--- config.mk ---
export PLATFORM = sky130hd
export DESIGN_NAME = display_mux_n
export DESIGN_NICKNAME = d
export VERILOG_FILES = /design/src/rtl/display_mux_n.sv
export SDC_FILE = /design/constraint.sdc
export NUM_CORES = 1
export LEC_CHECK = 0
export CORE_UTILIZATION = 45
export DETAILED_ROUTE_END_ITERATION = 8
export PLACE_DENSITY = 0.72
export SLEW_MARGIN = 20
export SYNTH_ARGS = -nofsm -noshare
export SYNTH_HDL_FRONTEND = slang
export SYNTH_SLANG_ARGS = --single-unit
--- constraint.sdc ---
create_clock -name clk -period 2.4 [get_ports clk]
set_input_delay 0.24 -clock clk [delete_from_list [all_inputs] [get_ports clk]]
set_output_delay 0.24 -clock clk [all_outputs]
set_load 0.01 [all_outputs]
--- src/rtl/display_mux_n.sv ---
// display_mux_n: N-digit multiplexed 7-segment driver with shadowed display
// data, per-digit enable/dp masks, 16-level PWM brightness and selectable
// segment/anode polarity.
// Optional build macro: LEADING_ZERO_BLANK_EN blanks leading zero digits
// (the last digit is always shown). Undefined by default.
module display_mux_n #(
  parameter int unsigned NUM_DIGITS      = 4,
  parameter int unsigned DIV_WIDTH       = 14,
  parameter int unsigned SEG_ACTIVE_HIGH = 1,
  parameter int unsigned AN_ACTIVE_HIGH  = 1
) (
  input  logic                    clk,
  input  logic                    reset_n,
  input  logic [4*NUM_DIGITS-1:0] data_in,
  input  logic [NUM_DIGITS-1:0]   dp_mask,
  input  logic [NUM_DIGITS-1:0]   digit_en,
  input  logic [3:0]              brightness,
  input  logic                    load,
  output logic [7:0]              segmentos_out,
  output logic [NUM_DIGITS-1:0]   anodos_out,
  output logic                    frame_tick
);

  localparam int unsigned DATA_W = 4 * NUM_DIGITS;
  localparam int unsigned IDX_W  = (NUM_DIGITS > 1) ? $clog2(NUM_DIGITS) : 1;
  localparam logic [IDX_W-1:0] LAST_IDX = IDX_W'(NUM_DIGITS - 1);
  // XOR masks that turn active-high internal values into pin polarity
  localparam logic [7:0] SEG_OFF = (SEG_ACTIVE_HIGH != 0) ? 8'h00 : 8'hFF;
  localparam logic [NUM_DIGITS-1:0] AN_OFF =
    (AN_ACTIVE_HIGH != 0) ? {NUM_DIGITS{1'b0}} : {NUM_DIGITS{1'b1}};

  logic [DIV_WIDTH-1:0]  cnt;
  logic [IDX_W-1:0]      idx;
  logic                  load_pending;
  logic [DATA_W-1:0]     shadow_data;
  logic [NUM_DIGITS-1:0] shadow_dp;
  logic [NUM_DIGITS-1:0] shadow_en;

  logic                  dwell_end_c;
  logic                  wrap_c;
  logic                  pwm_on_c;
  logic                  digit_on_c;
  logic [3:0]            nibble_c;
  logic                  dp_c;
  logic                  en_c;
  logic                  blank_c;
  logic [6:0]            glyph_c;
  logic [7:0]            seg_c;
  logic [NUM_DIGITS-1:0] an_c;
`ifdef LEADING_ZERO_BLANK_EN
  logic                  lead_zero_c;
`endif

  // Hex digit to common-cathode {g,f,e,d,c,b,a} pattern
  function automatic logic [6:0] hex_to_seg(input logic [3:0] v);
    case (v)
      4'h0:    hex_to_seg = 7'h3F;
      4'h1:    hex_to_seg = 7'h06;
      4'h2:    hex_to_seg = 7'h5B;
      4'h3:    hex_to_seg = 7'h4F;
      4'h4:    hex_to_seg = 7'h66;
      4'h5:    hex_to_seg = 7'h6D;
      4'h6:    hex_to_seg = 7'h7D;
      4'h7:    hex_to_seg = 7'h07;
      4'h8:    hex_to_seg = 7'h7F;
      4'h9:    hex_to_seg = 7'h6F;
      4'hA:    hex_to_seg = 7'h77;
      4'hB:    hex_to_seg = 7'h7C;
      4'hC:    hex_to_seg = 7'h39;
      4'hD:    hex_to_seg = 7'h5E;
      4'hE:    hex_to_seg = 7'h79;
      default: hex_to_seg = 7'h71;
    endcase
  endfunction

  // End of dwell and end of frame (last digit finishing its dwell)
  always_comb begin
    dwell_end_c = &cnt;
    wrap_c      = dwell_end_c && (idx == LAST_IDX);
  end

  // Pick the shadow nibble, dp and enable of the current digit
  always_comb begin
    nibble_c = 4'h0;
    dp_c     = 1'b0;
    en_c     = 1'b0;
    blank_c  = 1'b0;
`ifdef LEADING_ZERO_BLANK_EN
    lead_zero_c = 1'b1;
`endif
    for (int i = 0; i < int'(NUM_DIGITS); i++) begin
`ifdef LEADING_ZERO_BLANK_EN
      lead_zero_c = lead_zero_c & (shadow_data[int'(DATA_W) - 1 - 4*i -: 4] == 4'h0);
`endif
      if (idx == IDX_W'(i)) begin
        nibble_c = shadow_data[int'(DATA_W) - 1 - 4*i -: 4];
        dp_c     = shadow_dp[i];
        en_c     = shadow_en[i];
`ifdef LEADING_ZERO_BLANK_EN
        blank_c  = lead_zero_c && (i != int'(NUM_DIGITS) - 1);
`endif
      end
    end
  end

  // PWM gate and decoded output values; segments go dark with the anode
  always_comb begin
    pwm_on_c   = (cnt[DIV_WIDTH-1 -: 4] <= brightness);
    digit_on_c = pwm_on_c && en_c && !blank_c;
    glyph_c    = hex_to_seg(nibble_c);
    seg_c      = 8'h00;
    an_c       = '0;
    if (digit_on_c) begin
      seg_c = {dp_c, glyph_c};
      an_c  = NUM_DIGITS'(1) << idx;
    end
  end

  // Free-running dwell counter and digit index
  always_ff @(posedge clk or negedge reset_n) begin
    if (!reset_n) begin
      cnt <= '0;
      idx <= '0;
    end else begin
      cnt <= cnt + DIV_WIDTH'(1);
      if (dwell_end_c) begin
        idx <= wrap_c ? '0 : idx + IDX_W'(1);
      end
    end
  end

  // Load request latch and frame-boundary shadow update
  always_ff @(posedge clk or negedge reset_n) begin
    if (!reset_n) begin
      load_pending <= 1'b0;
      shadow_data  <= '0;
      shadow_dp    <= '0;
      shadow_en    <= '0;
    end else if (wrap_c) begin
      load_pending <= 1'b0;
      if (load_pending || load) begin
        shadow_data <= data_in;
        shadow_dp   <= dp_mask;
        shadow_en   <= digit_en;
      end
    end else if (load) begin
      load_pending <= 1'b1;
    end
  end

  // Output pins, polarity applied at the register
  always_ff @(posedge clk or negedge reset_n) begin
    if (!reset_n) begin
      segmentos_out <= SEG_OFF;
      anodos_out    <= AN_OFF;
      frame_tick    <= 1'b0;
    end else begin
      segmentos_out <= seg_c ^ SEG_OFF;
      anodos_out    <= an_c ^ AN_OFF;
      frame_tick    <= wrap_c;
    end
  end

endmodule

# == After elaboration in Yosys (flattened, before gate mapping) ==
# Memory sizes are Yosys's and may differ from the RTL's.
# Cells that the tools add are included.
# totals
regBits,54
latch_bits,0
mem_bits_rw,0
mem_bits_ro,112
input_bits,31
output_inout_bits,13
wordCells,41
mem_count,1
# op_classes
n_addsub,2
mul,0
div,0
magnitude_cmp,1
n_eq_ne,3
shift,1
mux,17
bitwise_logic,0
reduce_logical,7
# memory_table
memory,words,width,rd,rd_ports_with_merged_regs,wr,line,rtl
(no name shown),16,7,1,0,0,56,case (v)
# op_table
cell,count
2-to-1 mux 4 bit,5
adder 14 x 1 -> 14 bit (second input constant),1
AND reduction 14 bit,1
2-to-1 mux 1 bit,10
2-to-1 mux 8 bit,1
== test 2 bit (second input constant),2
<= comparator 4 bit,1
<< shifter 1 x 2 -> 4 bit (first input constant),1
adder 2 x 1 -> 2 bit (second input constant),1
== test 2 x 1 -> 1 bit (second input constant),1
logical AND 1 bit,2
zero test 2 bit,1
2-to-1 mux 2 bit,1
AND reduction 2 bit,1
nonzero test 2 bit,1
logical OR 1 bit,1

# == Depth between registers and ports, before layout ==
# logic_depth
word_depth,7
ltp_mapped,11
ltp_nobuf,10

# == Worst setup path before layout ==
# Ideal clock, no wire load.
# synth_path
path_kind,register to register
start,register idx[1]
end,register segmentos_out[0]
setup_ns,0.072
t_arrival_ns,2.220
required_time_ns,2.328
path_slack_ns,0.108
stages_incl_launch_ff,12
path_buffers,1
period_less_slack_ns,2.292
path_cell_list,dfrtp_1 -> inv_1 -> ha_1 -> buf_2 -> nor2b_1 -> a22oi_1 -> a21oi_1 -> inv_1 -> ha_1 -> or3_1 -> o221a_2 -> nor2_1
# synth_via
elab_chain_cells,7
elab_cells_between_ends,15
cone_classes,3 x eq/ne; 9 x mux; 2 x reduce/logical; 1 x memory
# synth_rtl
item,line,rtl
"start, declared",33,logic [IDX_W-1:0] idx;
"start signal, assigned",127,idx <= wrap_c ? '0 : idx + IDX_W'(1);
zero test 2 bit,95,if (idx == IDX_W'(i)) begin
2-to-1 mux 4 bit or 2-to-1 mux 1 bit (tied branches) (4 in a row),95,
memory (16 x 7 bit) or logical AND 1 bit (tied branches),n/a,
2-to-1 mux 8 bit (*),113,if (digit_on_c) begin
via seg_c[0],48,logic [7:0] seg_c;
"end signal, assigned",158,segmentos_out <= seg_c ^ SEG_OFF;
"end, declared",19,"output logic [7:0] segmentos_out,"
# The timed path passes the listed nets; every way through them passes the cells marked *.
# A chain may end at the register's enable or synchronous reset.

# == Final worst setup path ==
# layout_path
start,register idx[0]
end,register segmentos_out[0]
# Same word-level chain as after synthesis.

==> summary.md <==
| Metric | Value |
|---|---|
| IO buf count | 43 |
| Worst hold path type | reg -> reg |
| YS warnings | 0 |
| Top cell type's share of synthesized area | 50.1% |
| Synthesized net count | 264 |
| CTS root buffer | clkbuf_8 |
| Peak VDD IR | 0.245 mV |
| Worst path slowest cell | dfrtp_1 |
| Critical path startpoint category | register |
| Drt pass-1 iters | 4 |
| Final WL | 4560 um |
| CORE AREA | 5640 um^2 |
| Worst EP arrival | 2.44 ns |
| DRC | 0 |
| Slew headroom | 55.4% |
| Crit-path cells | inv_1 -> ha_2 -> nor2b_2 -> a22oi_1 -> a21oi_1 -> inv_1 -> ha_1 -> or3_1 -> o221a_2 -> nor2_1 |
| Async set-reset flop share out of synthesis | 100% |
| Peak Freq | 451 MHz |
| Max-cap violations | 0 |
| Die Ht | 79.4 um |
| Synth cell count leaders | dfrtp_1 (54), mux2_4 (20), nor2_1 (16) |
| Die Wd | 79.4 um |
| Largest cells by area after synthesis | dfrtp_1 (50%), mux2_4 (11%), ha_1 (7.0%) |
| Initial core utilization | 47.8% |
| CP most frequent cell | inv_1 |
| RSZ-0062 raised after global routing | true |
| Endpoints failing hold | 0 |
| Number of synthesized flops with an enable pin | 0 |
| Number of routed nets with antenna violations | 0 |
| Post-DP Area | 3200 um^2 |
| GRT overflow | 0 |
| Critical Path End Type | register |
| Crit-path max FO | 5 |
| Starting DRT DRC Count | 107 |
| LEAKAGE | 1.56 nW |
| TritonCTS Buffers | 5 |
| Worst-Skew Late Latency | 0.29 ns |
| Routed vias/inst | 5.01 |
| Global-route wire length before repair | 7820 um |
| Area Overhead vs Synth | 24.0% |
| Top-count cell post-synth | dfrtp_1 |
| DR vias | 1697 |
| Total GRT Usage | 16.3% |
| Final Skew | 0.00979 ns |
| Layout cell share with drive strength beyond 1 | 18.4% |
| Max incr delay on CP | 0.41 ns |
| Die footprint | 6300 um^2 |
| Final #Nets | 313 |
| Worst-path clk slew | 0.09 ns |
| Worst slew pin tran | 0.670 ns |
| Routability congestion estimate | 0.845 |
| Vias in the first global route | 1672 |
| Routed WL per cell | 13.4 um |
| Critical Path RT | 2.62 ns |
| CTS tree | done |
| Final setup vio count | 0 |
| Longest Clk Path Bufs | 2 |
| Fin. max-slew vios | 0 |
| Antenna violations before repair | 0 |
| TritonCTS Sinks | 54 |
| # IOs | 44 |
| Post-Syn Area | 2700 um^2 |
| Row Count | 27 |
| Antenna Cells | 0 |
| Dpl hpwl | 3520 um |
| Number of synthesized register bits | 54 |
| Filler Cell Count | 461 |
| Final Cycle Share | 92.4% |
| Count of different cell masters after synthesis | 43 |
| Predominant post-synthesis flop cell | dfrtp_1 |
| Min cycle time layout | 2.22 ns |
| Syn avg cell area | 12.4 um^2 |
| Synth Instances | 218 |
| Postcts setup bufs | 0 |
| Largest net degree at the start of global routing | 30 |
| Setup Crit Path Kind | reg -> reg |
| H-tree depth | 2 |
| PwrDens | 472 nW/um^2 |
| Finished Core Util | 59.2% |
| Post-synthesis sequential area ratio | 50.1% |
| Design area | 3340 um^2 |
| Dominant cell type by area after synthesis | dfrtp_1 |
| Status | finished, final reports clean |
==> critical path: cells and delay by family, from the launching register on <==
kind	cells	cell delay, ns
AOI/OAI and AO/OA	3	0.40
adders and majority gates	2	0.46
buffers and inverters	2	0.22
DFF	1	0.41
and+or+nand+nor	3	0.66
==> worst paths after layout <==
check,from,end,slack [ns],cells after the start
setup / recovery,idx[0],segmentos_out[0],0.18,10
hold / removal,cnt[4],cnt[4],0.48,1
setup reg to reg,idx[0],segmentos_out[0],0.18,10
hold reg to reg,cnt[4],cnt[4],0.48,1
max in group asynchronous,reset_n,segmentos_out[7],1.32,3
min in group asynchronous,reset_n,cnt[0],0.51,2
==> cells by family (layout without fill, tap and decap cells) <==
| logic type | Yosys count | in the layout | share of synthesized area (%) |
|---|---|---|---|
| fa+ha+maj | 15 | 15 | 6.96 |
| buf+inv | 21 | 70 | 4.69 |
| xor+xnor | 13 | 13 | 4.22 |
| flops | 54 | 54 | 50.1 |
| mux | 27 | 27 | 13.9 |
| compound gates | 28 | 28 | 7.61 |
| simple gates | 60 | 60 | 12.4 |
==> per-layer routing <==
metal / part of all wire [%] / global-route usage, % / vias up
li1: - / - / 852
met1: 53 / 24.0 / 806
met2: 43 / 23.6 / 37
met3: 3.4 / 4.34 / 2
met4: 0.48 / 4.18 / 0
met5: 0 / 0 / -
==> report_power, final <==
group / switching (W) / leakage, nW / total (W) / internal [W]
combinational: 0.0000278 / 0.768 / 0.0000771 / 0.0000493
sequential: 0.0000000000000000000105 / 0.735 / 0.000909 / 0.000909
clock: 0.000257 / 0.0573 / 0.000591 / 0.000334
total: 0.000285 / 1.56 / 0.00158 / 0.00129
==> state kept, by name, summed over array words and instances, names as in the netlist <==
register and cells:
shadow_dp 4, shadow_en 4, load_pending 1, anodos_out 4
frame_tick 1, segmentos_out 8, shadow_data 16, cnt 14
idx 2
==> through the flow <==
stage	hold slack (ns)	TNS [ns]	power, W	setup WS [ns]	cells
after CTS	0.480	0	0.00160	0.0787	339
after global placement	0.303	0	0.00100	0.143	331
after global routing	0.501	-0.0528	0.00164	-0.0528	339
after detailed placement	0.306	0	0.00100	0.107	331
after floorplan	-0.0556	0	0.000933	0.108	218
final	0.477	0	0.00158	0.182	339
==> timing repair <==
| item | 4_1_cts | 5_1_grt |
|---|---|---|
| hold buffers | 1 | 0 |
| hold endpoints to repair | 28 | 0 |
| gates resized for setup | 0 | 5 |
| setup endpoints to repair | 0 | 7 |
==> cells in the final DEF, fill, tap and decap left out, types with 5 or more instances in the layout <==
master           instances
xnor2_1                  8
a21oi_1                  6
mux2_4                  20
dfrtp_1                 54
clkbuf_8                 6
nor2b_1                  5
ha_1                    12
nor2_1                  16
nand2_1                 10
inv_1                   13
clkdlybuf4s50_1         42
nand3_1                  7
xor2_1                   5
==> cell type report <==
class / count / area [um^2] / share of cell area (%)
Clock buffer: 6 / 82.6 / 2.47
Clock inverter: 1 / 30.0 / 0.899
Inverter: 13 / 48.8 / 1.46
Multi-Input combinational cell: 143 / 1230 / 36.9
Sequential cell: 54 / 1350 / 40.4
Tap cell: 72 / 90.1 / 2.70
Timing Repair Buffer: 50 / 505 / 15.1
Note: power is estimated with default switching activity, not from simulation.
